==> src/rtl/proj_pkg.sv <==
// Shared constants, k-mer payload type and window-generator state encoding.
package proj_pkg;
  localparam int unsigned BASE_LEN    = 4;
  localparam int unsigned GENOME_BTYE = 2 * BASE_LEN;
  localparam int unsigned KMER_LEN    = 4;
  localparam int unsigned KMER_BASES  = 2 * KMER_LEN;
  localparam int unsigned KMER_POS_W  = 16;
  localparam int unsigned KMER_W      = KMER_LEN * GENOME_BTYE;
  localparam int unsigned FILL_W      = $clog2(KMER_BASES + 1);

  typedef logic [KMER_W-1:0] kmer_t;

  typedef enum logic [1:0] {
    S_IDLE = 2'd0,
    S_HI   = 2'd1,
    S_LO   = 2'd2
  } kwg_state_e;
endpackage

==> src/rtl/kmer_window_gen_if.sv <==
// Byte-in / k-mer-out handshake bundle between read loader, window generator and hasher.
interface kmer_window_gen_if
  import proj_pkg::*;
#(
  parameter int unsigned POS_W = KMER_POS_W
);
  logic                   in_valid;
  logic                   in_ready;
  logic [GENOME_BTYE-1:0] in_byte;
  logic                   in_last;
  logic                   out_valid;
  logic                   out_ready;
  kmer_t                  out_kmer;
  logic [POS_W-1:0]       out_pos;
  logic                   out_last;
  logic                   short_read;

  modport master (
    output in_valid, in_byte, in_last, out_ready,
    input  in_ready, out_valid, out_kmer, out_pos, out_last, short_read
  );

  modport slave (
    input  in_valid, in_byte, in_last, out_ready,
    output in_ready, out_valid, out_kmer, out_pos, out_last, short_read
  );
endinterface

==> src/rtl/kmer_window_gen.sv <==
// Sliding-window k-mer extractor: one base shifted per cycle, one k-mer emitted per
// base once the window is full; window state is flushed at the end of each read.
module kmer_window_gen
  import proj_pkg::*;
#(
  parameter int unsigned POS_W = KMER_POS_W
) (
  input logic             clk,
  input logic             rst_n,
  kmer_window_gen_if.slave bus
);

  kwg_state_e             state_q, state_d;
  logic [GENOME_BTYE-1:0] byte_q, byte_d;
  logic                   last_q, last_d;
  kmer_t                  window_q, window_d;
  logic [FILL_W-1:0]      fill_q, fill_d;
  logic [POS_W-1:0]       base_cnt_q, base_cnt_d;
  logic                   out_valid_q, out_valid_d;
  kmer_t                  out_kmer_q, out_kmer_d;
  logic [POS_W-1:0]       out_pos_q, out_pos_d;
  logic                   out_last_q, out_last_d;
  logic                   short_q, short_d;

  logic                   shift_en;
  logic                   in_ready_c;
  logic                   end_of_read;
  logic [BASE_LEN-1:0]    base;
  kmer_t                  window_shift;
  logic [FILL_W-1:0]      fill_post;

  // Datapath: pending base selection and the shifted window candidate.
  always_comb begin
    shift_en     = (state_q != S_IDLE) && (!out_valid_q || bus.out_ready);
    in_ready_c   = (state_q == S_IDLE) || ((state_q == S_LO) && shift_en);
    base         = (state_q == S_HI) ? byte_q[GENOME_BTYE-1 -: BASE_LEN]
                                     : byte_q[BASE_LEN-1:0];
    window_shift = {window_q[KMER_W-BASE_LEN-1:0], base};
    fill_post    = (fill_q == FILL_W'(KMER_BASES)) ? fill_q : fill_q + FILL_W'(1);
    end_of_read  = shift_en && (state_q == S_LO) && last_q;
  end

  // Next-state, window bookkeeping and registered k-mer outputs.
  always_comb begin
    state_d     = state_q;
    byte_d      = byte_q;
    last_d      = last_q;
    window_d    = window_q;
    fill_d      = fill_q;
    base_cnt_d  = base_cnt_q;
    out_valid_d = out_valid_q;
    out_kmer_d  = out_kmer_q;
    out_pos_d   = out_pos_q;
    out_last_d  = out_last_q;
    short_d     = 1'b0;

    case (state_q)
      S_IDLE: if (bus.in_valid) state_d = S_HI;
      S_HI:   if (shift_en) state_d = S_LO;
      S_LO:   if (shift_en) state_d = bus.in_valid ? S_HI : S_IDLE;
      default: state_d = S_IDLE;
    endcase

    if (bus.in_valid && in_ready_c) begin
      byte_d = bus.in_byte;
      last_d = bus.in_last;
    end

    if (shift_en) begin
      window_d   = window_shift;
      fill_d     = fill_post;
      base_cnt_d = base_cnt_q + POS_W'(1);
    end

    if (shift_en && (fill_post == FILL_W'(KMER_BASES))) begin
      out_valid_d = 1'b1;
      out_kmer_d  = window_shift;
      out_pos_d   = base_cnt_q - POS_W'(KMER_BASES - 1);
      out_last_d  = end_of_read;
    end else if (bus.out_ready) begin
      out_valid_d = 1'b0;
    end

    // A read's last base flushes the window so the next read starts clean.
    if (end_of_read) begin
      window_d   = '0;
      fill_d     = '0;
      base_cnt_d = '0;
      short_d    = (fill_q < FILL_W'(KMER_BASES - 1));
    end
  end

  always_ff @(posedge clk or negedge rst_n) begin
    if (!rst_n) begin
      state_q     <= S_IDLE;
      byte_q      <= '0;
      last_q      <= 1'b0;
      window_q    <= '0;
      fill_q      <= '0;
      base_cnt_q  <= '0;
      out_valid_q <= 1'b0;
      out_kmer_q  <= '0;
      out_pos_q   <= '0;
      out_last_q  <= 1'b0;
      short_q     <= 1'b0;
    end else begin
      state_q     <= state_d;
      byte_q      <= byte_d;
      last_q      <= last_d;
      window_q    <= window_d;
      fill_q      <= fill_d;
      base_cnt_q  <= base_cnt_d;
      out_valid_q <= out_valid_d;
      out_kmer_q  <= out_kmer_d;
      out_pos_q   <= out_pos_d;
      out_last_q  <= out_last_d;
      short_q     <= short_d;
    end
  end

  assign bus.in_ready   = in_ready_c;
  assign bus.out_valid  = out_valid_q;
  assign bus.out_kmer   = out_kmer_q;
  assign bus.out_pos    = out_pos_q;
  assign bus.out_last   = out_last_q;
  assign bus.short_read = short_q;

endmodule

==> src/flat_wrapper.sv <==
// flat-port wrapper written by rule: the top's interface ports become plain ports
module kmer_window_gen_flat import proj_pkg::*;
#(
  parameter int unsigned POS_W = KMER_POS_W
)
  (clk, rst_n, bus_in_valid, bus_in_byte, bus_in_last, bus_out_ready, bus_in_ready, bus_out_valid, bus_out_kmer, bus_out_pos, bus_out_last, bus_short_read);
  kmer_window_gen_if #(.POS_W(POS_W)) bus_i ();
  input logic clk;
  input logic rst_n;
  input wire logic [$bits(bus_i.in_valid)-1:0] bus_in_valid;
  input wire logic [$bits(bus_i.in_byte)-1:0] bus_in_byte;
  input wire logic [$bits(bus_i.in_last)-1:0] bus_in_last;
  input wire logic [$bits(bus_i.out_ready)-1:0] bus_out_ready;
  output wire logic [$bits(bus_i.in_ready)-1:0] bus_in_ready;
  output wire logic [$bits(bus_i.out_valid)-1:0] bus_out_valid;
  output wire logic [$bits(bus_i.out_kmer)-1:0] bus_out_kmer;
  output wire logic [$bits(bus_i.out_pos)-1:0] bus_out_pos;
  output wire logic [$bits(bus_i.out_last)-1:0] bus_out_last;
  output wire logic [$bits(bus_i.short_read)-1:0] bus_short_read;
  assign bus_i.in_valid = bus_in_valid;
  assign bus_i.in_byte = bus_in_byte;
  assign bus_i.in_last = bus_in_last;
  assign bus_i.out_ready = bus_out_ready;
  assign bus_in_ready = bus_i.in_ready;
  assign bus_out_valid = bus_i.out_valid;
  assign bus_out_kmer = bus_i.out_kmer;
  assign bus_out_pos = bus_i.out_pos;
  assign bus_out_last = bus_i.out_last;
  assign bus_short_read = bus_i.short_read;
  kmer_window_gen #(.POS_W(POS_W)) u_core (.clk(clk), .rst_n(rst_n), .bus(bus_i));
endmodule
==> config.mk <==
export PLATFORM = sky130hd
export DESIGN_NAME = kmer_window_gen_flat
export DESIGN_NICKNAME = d
export VERILOG_FILES = /design/src/rtl/proj_pkg.sv /design/src/rtl/kmer_window_gen_if.sv /design/src/rtl/kmer_window_gen.sv /design/src/flat_wrapper.sv
export SDC_FILE = /design/constraint.sdc
export NUM_CORES = 1
export LEC_CHECK = 0
export ABC_AREA = 1
export CAP_MARGIN = 20
export CORE_MARGIN = 2
export CORE_UTILIZATION = 35
export CTS_BUF_LIST = sky130_fd_sc_hd__clkbuf_8 sky130_fd_sc_hd__clkbuf_16
export CTS_CLUSTER_SIZE = 20
export DETAILED_ROUTE_END_ITERATION = 16
export GPL_TIMING_DRIVEN = 0
export PLACE_DENSITY = 0.64
export SLEW_MARGIN = 20
export SYNTH_ARGS = -nofsm -noshare
export SYNTH_HDL_FRONTEND = slang
export SYNTH_SLANG_ARGS = --single-unit
export TNS_END_PERCENT = 30
==> constraint.sdc <==
create_clock -name clk -period 4.8 [get_ports clk]
set_input_delay 0.72 -clock clk [delete_from_list [all_inputs] [get_ports clk]]
set_output_delay 0.72 -clock clk [all_outputs]
set_load 0.05 [all_outputs]
==> results of run 1 <==
[cells by family after synthesis]
group                      synth area share, %
AOI/OAI and AO/OA                         6.05
xor gates and xnor gates                  1.09
adders and majority gates                0.776
buffers and inverters                     6.73
DFF                                       56.9
muxes                                    0.828
and+or+nand+nor                           27.6
[worst paths after layout]
kind                                startpoint  slack (ns)  cells past startpoint                       to
max                              bus_out_ready        1.29                      5             bus_in_ready
min                                      rst_n        0.24                      1  u_core.bus.out_kmer[12]
max reg2reg                   u_core.fill_q[0]        2.80                      8    u_core.bus.out_pos[8]
min reg2reg                u_core.window_q[11]        0.47                      2  u_core.bus.out_kmer[15]
max in group asynchronous                rst_n        3.89                      2    u_core.bus.out_pos[0]
min in group clk           u_core.window_q[11]        0.47                      2  u_core.bus.out_kmer[15]
[sequential cells by signal, indices dropped and copies added (netlist names)]
signal / cells
u_core.bus.out_kmer: 32
u_core.window_q: 28
u_core.base_cnt_q: 16
u_core.bus.out_pos: 16
u_core.byte_q: 8
u_core.fill_q: 4
u_core.state_q: 2
u_core.bus.out_last: 1
u_core.bus.out_valid: 1
u_core.bus.short_read: 1
u_core.last_q: 1
[metrics by stage]
step | power [mW] | utilization, % | setup WS, ns
after detailed placement | 3.75 | 42.8 | 1.31
final | 4.45 | 44.9 | 1.29
after global routing | 4.77 | 44.9 | 1.18
after floorplan | 3.06 | - | 2.53
after global placement | 3.70 | 42.6 | -1.07
after CTS | 4.48 | 44.9 | 1.30
[worst max-delay path, stage by stage]
cell and delay, ns:
sky130_fd_sc_hd__clkdlybuf4s50_1 0.52, sky130_fd_sc_hd__nor2_1 0.10, sky130_fd_sc_hd__a21oi_1 0.23, sky130_fd_sc_hd__clkbuf_1 0.33
sky130_fd_sc_hd__clkdlybuf4s50_1 0.88
[power groups by stage]
stage | Clock [mW] | Sequential [mW] | Combinational [mW]
final | 0.718 | 1.54 | 2.19
after detailed placement | 0 | 1.56 | 2.20
after floorplan | 0 | 2.08 | 0.973
after global routing | 0.775 | 1.59 | 2.41
after global placement | 0 | 1.54 | 2.16
after CTS | 0.732 | 1.54 | 2.21
[routing by layer]
metal	GRT usage [%]	part of all wire, %	vias up
met4	5.89	1.2	0
met5	0	0	-
met2	25.7	47	93
met3	2.81	4.1	11
li1	-	-	2002
met1	22.6	48	1902
[area by class of cell]
cell class                      count  area (sq um)  area share [%]
Sequential cell                   110          2750            45.9
Tap cell                          176           220            3.67
Buffer                             23           111            1.86
Multi-Input combinational cell    399          1760            29.3
Clock buffer                        9           225            3.76
Timing Repair Buffer               64           659            11.0
Clock inverter                      7          56.3           0.939
Inverter                           57           214            3.57
[cells in the final DEF, fill, tap and decap left out, drive strengths merged, types with 2 or more instances in the layout]
cell type and count:
nand2 250, dfrtp 110, clkdlybuf4s50 62, inv 61, nor2 45, nand3 28, o22ai 28, clkbuf 18
buf 16, o21ai 14, a21oi 8, nand4 6, xor2 5, mux2i 4, nand3b 4, ha 3
nor3 2, clkinv 2
==> run metrics, run 1 <==
Worst Tran Pin Value 0.527 ns; number of library cell types mapped by synthesis 25; maximum number of buffers from clock root to sink 2; horizontal die dimension 122 microns; overflow left after global routing 0; router iterations before antenna repair 4; category of the worst setup path launch point primary input; number of buffer cells added on primary ports 63; Die ar. 14800 sq um; final critical-path share of the clock period 73.1%; Clock Tree Root sky130_fd_sc_hd__clkbuf_16; mean post-synth cell area 8.21 sq um; sequential cell fraction of total power 34.6%; area of the core region between 10000 and 15000 sq um; number of placement rows 42; Max Clk Rate 0.285 GHz; Hold-fix buffers, CTS 0; DRC errors left 0; Synth Instances 589; DIE HEIGHT 122 microns; internal power 2.36 mW; minimum period implied by the final worst setup slack 3.51 ns; leakage power figure a little over 3 nW; DP Wirelength 7.97 mm; switching part of the total power 46.9%; layout filler cell count 1318; wire length of the first global-routing pass 18.9 mm; Routed WL around 11 mm; leading cell type by number of instances after synthesis sky130_fd_sc_hd__nand2_1; largest net degree at the start of global routing 82; Worst IR Drop VDD 0.314 mV; predominant post-synthesis flop cell sky130_fd_sc_hd__dfrtp_1; dominant cell type by area after synthesis sky130_fd_sc_hd__dfrtp_1; part of the power in the clock network 16.1%; antenna violations before repair 0; share of the synthesized area in the top cell type around 57%; Boundary Pins 65; Final Cell Area approximately 6000 sq um; cell area reported after detailed placement 5720 sq um; mean routed wirelength per cell about 13 microns; setup repair after global routing missed its margin false; layout cell share with drive strength beyond 1 5.53%; Synth-to-Final Area Change 24.0%; antenna diode count 0; violation count after the first detailed-routing iteration 303; via/cell ratio 4.74; Hold Path Class in -> async; list of most frequent post-synthesis cells 249 x sky130_fd_sc_hd__nand2_1, 110 x sky130_fd_sc_hd__dfrtp_1, 54 x sky130_fd_sc_hd__inv_1; dpl cells 829; Clock Skew approximately 0.008 ns; Final #Nets 680; effective utilization at floorplan 36.2%; Worst Hold Margin 0.236 ns; TritonCTS clock tree done; register area share after synthesis 56.9%; final setup violation count 0; Yosys reg bits 110; number of global-route vias before repair 3914; placer's final routability congestion estimate 0.824; cell area after technology mapping 4840 sq um; Max-Slew Margin vs Limit between 60% and 70%; Worst Setup End Kind primary output; start-to-end type of the worst setup path in -> out; outcome finished, final reports clean; reported net switching power 2.08 mW; clock sink count 110; maximum net fanout on the critical path 10; async set-reset flop share out of synthesis 100%; combinational cell fraction of total power 49.2%; total nets after synthesis 605; largest cells by area after synthesis sky130_fd_sc_hd__dfrtp_1 57%, sky130_fd_sc_hd__nand2_1 19%, sky130_fd_sc_hd__inv_1 4.2%; Max H-tree Level 3; Num CTS Buffers 9; post-CTS setup buffer count 0; signal arrival time at the worst endpoint 2.79 ns; sum of negative setup slack 0 ns; via count about 4000; count of warnings emitted by yosys 0; Pwr per Cell Area 741 nW/um^2; clock-pin transition on the worst setup and hold timing paths 0.08 ns; final hold violation count 0; Max-cap violations 0; Max Slew Vio Count 0; non-filler instance count after layout 845; clock insertion delay at the later pin of the skew report roughly 0.35 ns; EDFF count, synth 0; post-cts gate resize count 0; All-Layer GR Usage 16.3%; required time worst endpoint 4.08 ns; antenna-violating nets left 0
No activity file was read; power rests on OpenSTA's default activity.
==> run 2: changes to the inputs <==
PLACE_DENSITY = 0.66   (was 0.64)
clock period = 2.9 ns   (was 4.8 ns; I/O delays follow)
==> run 2 against run 1 <==
Highest routed layer unchanged. Power increased by 70%. Setup slack got worse by 0.89 ns. Wire length decreased by 0.68%. Utilization increased by 0.44 points. Global-route usage decreased by 0.13 points. Critical path depth unchanged. Cell count unchanged. Worst hold slack got worse by 0.21 ns. Clock-buffer cell count increased by 1. Largest cell class unchanged.
==> run metrics, run 2 (same netlist as run 1, synthesis figures left out) <==
pre-CTS setup slack 0.0120 ns (was 1.31 ns); violation count after the first detailed-routing iteration 259 (was 303); final critical-path share of the clock period around 86%; Boundary Pins 65 (unchanged); layout filler cell count 1332 (was 1318); DP Wirelength 7.91 mm (was 7.97 mm); Max H-tree Level 3 (unchanged); Clock Tree Root sky130_fd_sc_hd__clkbuf_16 (unchanged); overflow left after global routing 0 (unchanged); Num CTS Buffers 9 (unchanged); cell count of the worst reg-to-reg path 8 (unchanged); outcome finished, final reports clean (unchanged); number of placement rows 42 (unchanged); most frequent standard cell in the layout excluding fill and tap cells sky130_fd_sc_hd__nand2_1 (unchanged); Max Clk Rate 0.401 GHz; antenna violations before repair 0 (unchanged); global routing usage on met3 2.81% (unchanged); setup repair after global routing missed its margin false (unchanged); antenna diode count 0 (unchanged); mean routed wirelength per cell 12.9 microns (was 13.0 microns); grt met1 use 22.0% (was 22.6%); via/cell ratio 4.71 (was 4.74); placer's final routability congestion estimate 0.850 (was 0.824); Routed WL 10.9 mm (was 11.0 mm); Final #Nets 680 (unchanged); Max-Slew Margin vs Limit 65.5% (was 64.9%); final hold violation count 0 (unchanged); most frequent cells in the layout 249 x sky130_fd_sc_hd__nand2_1, 110 x sky130_fd_sc_hd__dfrtp_1, 61 x sky130_fd_sc_hd__clkdlybuf4s50_1 (was 249 x sky130_fd_sc_hd__nand2_1, 110 x sky130_fd_sc_hd__dfrtp_1, 62 x sky130_fd_sc_hd__clkdlybuf4s50_1); clock insertion delay at the later pin of the skew report 0.35 ns (about the same); router iterations before antenna repair 4 (unchanged); met2 track demand over resource 25.5% (was 25.7%); antenna-violating nets left 0 (unchanged); maximum net fanout on the critical path 10 (unchanged); minimum period implied by the final worst setup slack about 2.5 ns; busiest grt layer met2 (unchanged); All-Layer GR Usage 16.1% (was 16.3%); Max Slew Vio Count 0 (unchanged); number of global-route vias before repair 3952 (was 3914); required time worst endpoint 2.47 ns (was 4.08 ns); DRC errors left 0 (unchanged); horizontal die dimension 122 microns (unchanged); effective utilization at floorplan 36.2% (unchanged); Worst Hold Margin 0.0287 ns (was 0.236 ns); reg-to-reg startpoint u_core.fill_q[0] (unchanged); Worst Setup End Kind primary output (unchanged); signal arrival time at the worst endpoint 2.06 ns (was 2.79 ns); leakage power figure 3.11 nW (was 3.08 nW); largest net degree at the start of global routing 59 (was 82); Die ar. 14800 sq um (unchanged); Pwr per Cell Area 1250 nW/um^2 (was 741 nW/um^2); max FFs per register 32 (unchanged); number of buffer cells added on primary ports 63 (unchanged); area of the core region 13300 sq um (unchanged); via count 3977 (was 4008); maximum number of buffers from clock root to sink 2 (unchanged); Synth-to-Final Area Change 25.2% (was 24.0%); internal reg-to-reg setup slack 0.88 ns (was 2.80 ns); Worst IR Drop VDD 0.450 mV (was 0.314 mV); Clock Skew 0.00840 ns (was 0.00799 ns); wire length of the first global-routing pass 18.9 mm (about the same); TritonCTS clock tree done (unchanged); post-CTS setup buffer count 0 (unchanged); Max-cap violations 0 (unchanged); reg2reg end u_core.bus.out_pos[9] (was u_core.bus.out_pos[8]); category of the worst setup path launch point primary input (unchanged); clock sink count 110 (unchanged); start-to-end type of the worst setup path in -> out (unchanged); final setup violation count 0 (unchanged); DIE HEIGHT 122 microns (unchanged); Worst Tran Pin Value 0.517 ns (was 0.527 ns); Final Worst Setup Slack 0.405 ns (was 1.29 ns); Hold Path Class in -> async (unchanged); Overall Power 7.55 mW (was 4.45 mW); layout cell share with drive strength beyond 1 5.68% (was 5.53%); clock-pin transition on the worst setup and hold timing paths 0.07 ns (was 0.08 ns)
run 2: changes by cell type in the layout (fill, tap and decap cells not counted):
| cell | change |
|---|---|
| sky130_fd_sc_hd__dlymetal6s2s_1 | +1 |
| sky130_fd_sc_hd__clkinv_2 | -1 |
| sky130_fd_sc_hd__bufinv_16 | +2 |
| sky130_fd_sc_hd__inv_1 | -1 |
| sky130_fd_sc_hd__clkbuf_8 | +1 |
| sky130_fd_sc_hd__clkinv_4 | -1 |
| sky130_fd_sc_hd__clkdlybuf4s50_1 | -1 |
run 2: layer usage:
metal,part of all wire (%),vias up
li1,-,1991
met1,47,1893
met2,47,81
met3,4.0,12
met4,2.2,0
met5,0,-
run 2: worst max path at each step:
stage	startpoint	endpoint	slack, ns	cells after the start
final	bus_out_ready	bus_in_ready	0.40	5
after global placement	rst_n	u_core.bus.out_pos[4]	-2.66	1
after CTS	bus_out_ready	bus_in_ready	0.003	5
after floorplan	u_core.bus.out_valid	bus_in_ready	0.96	4
after detailed placement	bus_out_ready	bus_in_ready	0.01	5
after global routing	bus_out_ready	bus_in_ready	0.31	5
run 2: cell type report:
class | count | area [sq um] | share of cell area (%)
Sequential cell | 110 | 2750 | 45.5
Multi-Input combinational cell | 399 | 1760 | 29.0
Timing Repair Buffer | 64 | 662 | 10.9
Clock buffer | 10 | 239 | 3.95
Tap cell | 176 | 220 | 3.64
Inverter | 57 | 214 | 3.53
Buffer | 23 | 111 | 1.84
Clock inverter | 6 | 98.8 | 1.63
run 2: metrics by stage:
stage | utilization (%) | cells | instance area [sq um] | setup TNS [ns]
after floorplan | - | 589 | 4840 | 0
after global placement | 42.6 | 828 | 5690 | -291.83
after detailed placement | 42.8 | 829 | 5720 | 0
after CTS | 45.4 | 845 | 6050 | 0
after global routing | 45.4 | 845 | 6060 | 0
final | 45.4 | 845 | 6060 | 0
run 2: timing repair:
action | in CTS | in global routing
setup endpoints to repair | 0 | 1
gates resized for setup | 0 | 1
hold buffers | 0 | 0
run 2: worst max-delay path, cell delays in order:
cell and delay (ns):
sky130_fd_sc_hd__clkdlybuf4s50_1 0.52, sky130_fd_sc_hd__nor2_1 0.10, sky130_fd_sc_hd__a21oi_1 0.21, sky130_fd_sc_hd__clkbuf_1 0.32, sky130_fd_sc_hd__dlymetal6s2s_1 0.47
run 2: power by group:
part | total (mW) | switching (mW) | internal (mW)
clock network | 1.39 | 0.589 | 0.797
logic | 3.63 | 2.45 | 1.17
registers | 2.54 | 0.400 | 2.14
==> run 3: changes to the inputs <==
CAP_MARGIN = default   (was 20)
TNS_END_PERCENT = default   (was 30)
==> results of run 3 <==
The final DEF is identical to that of run 2; final timing and power are the same.
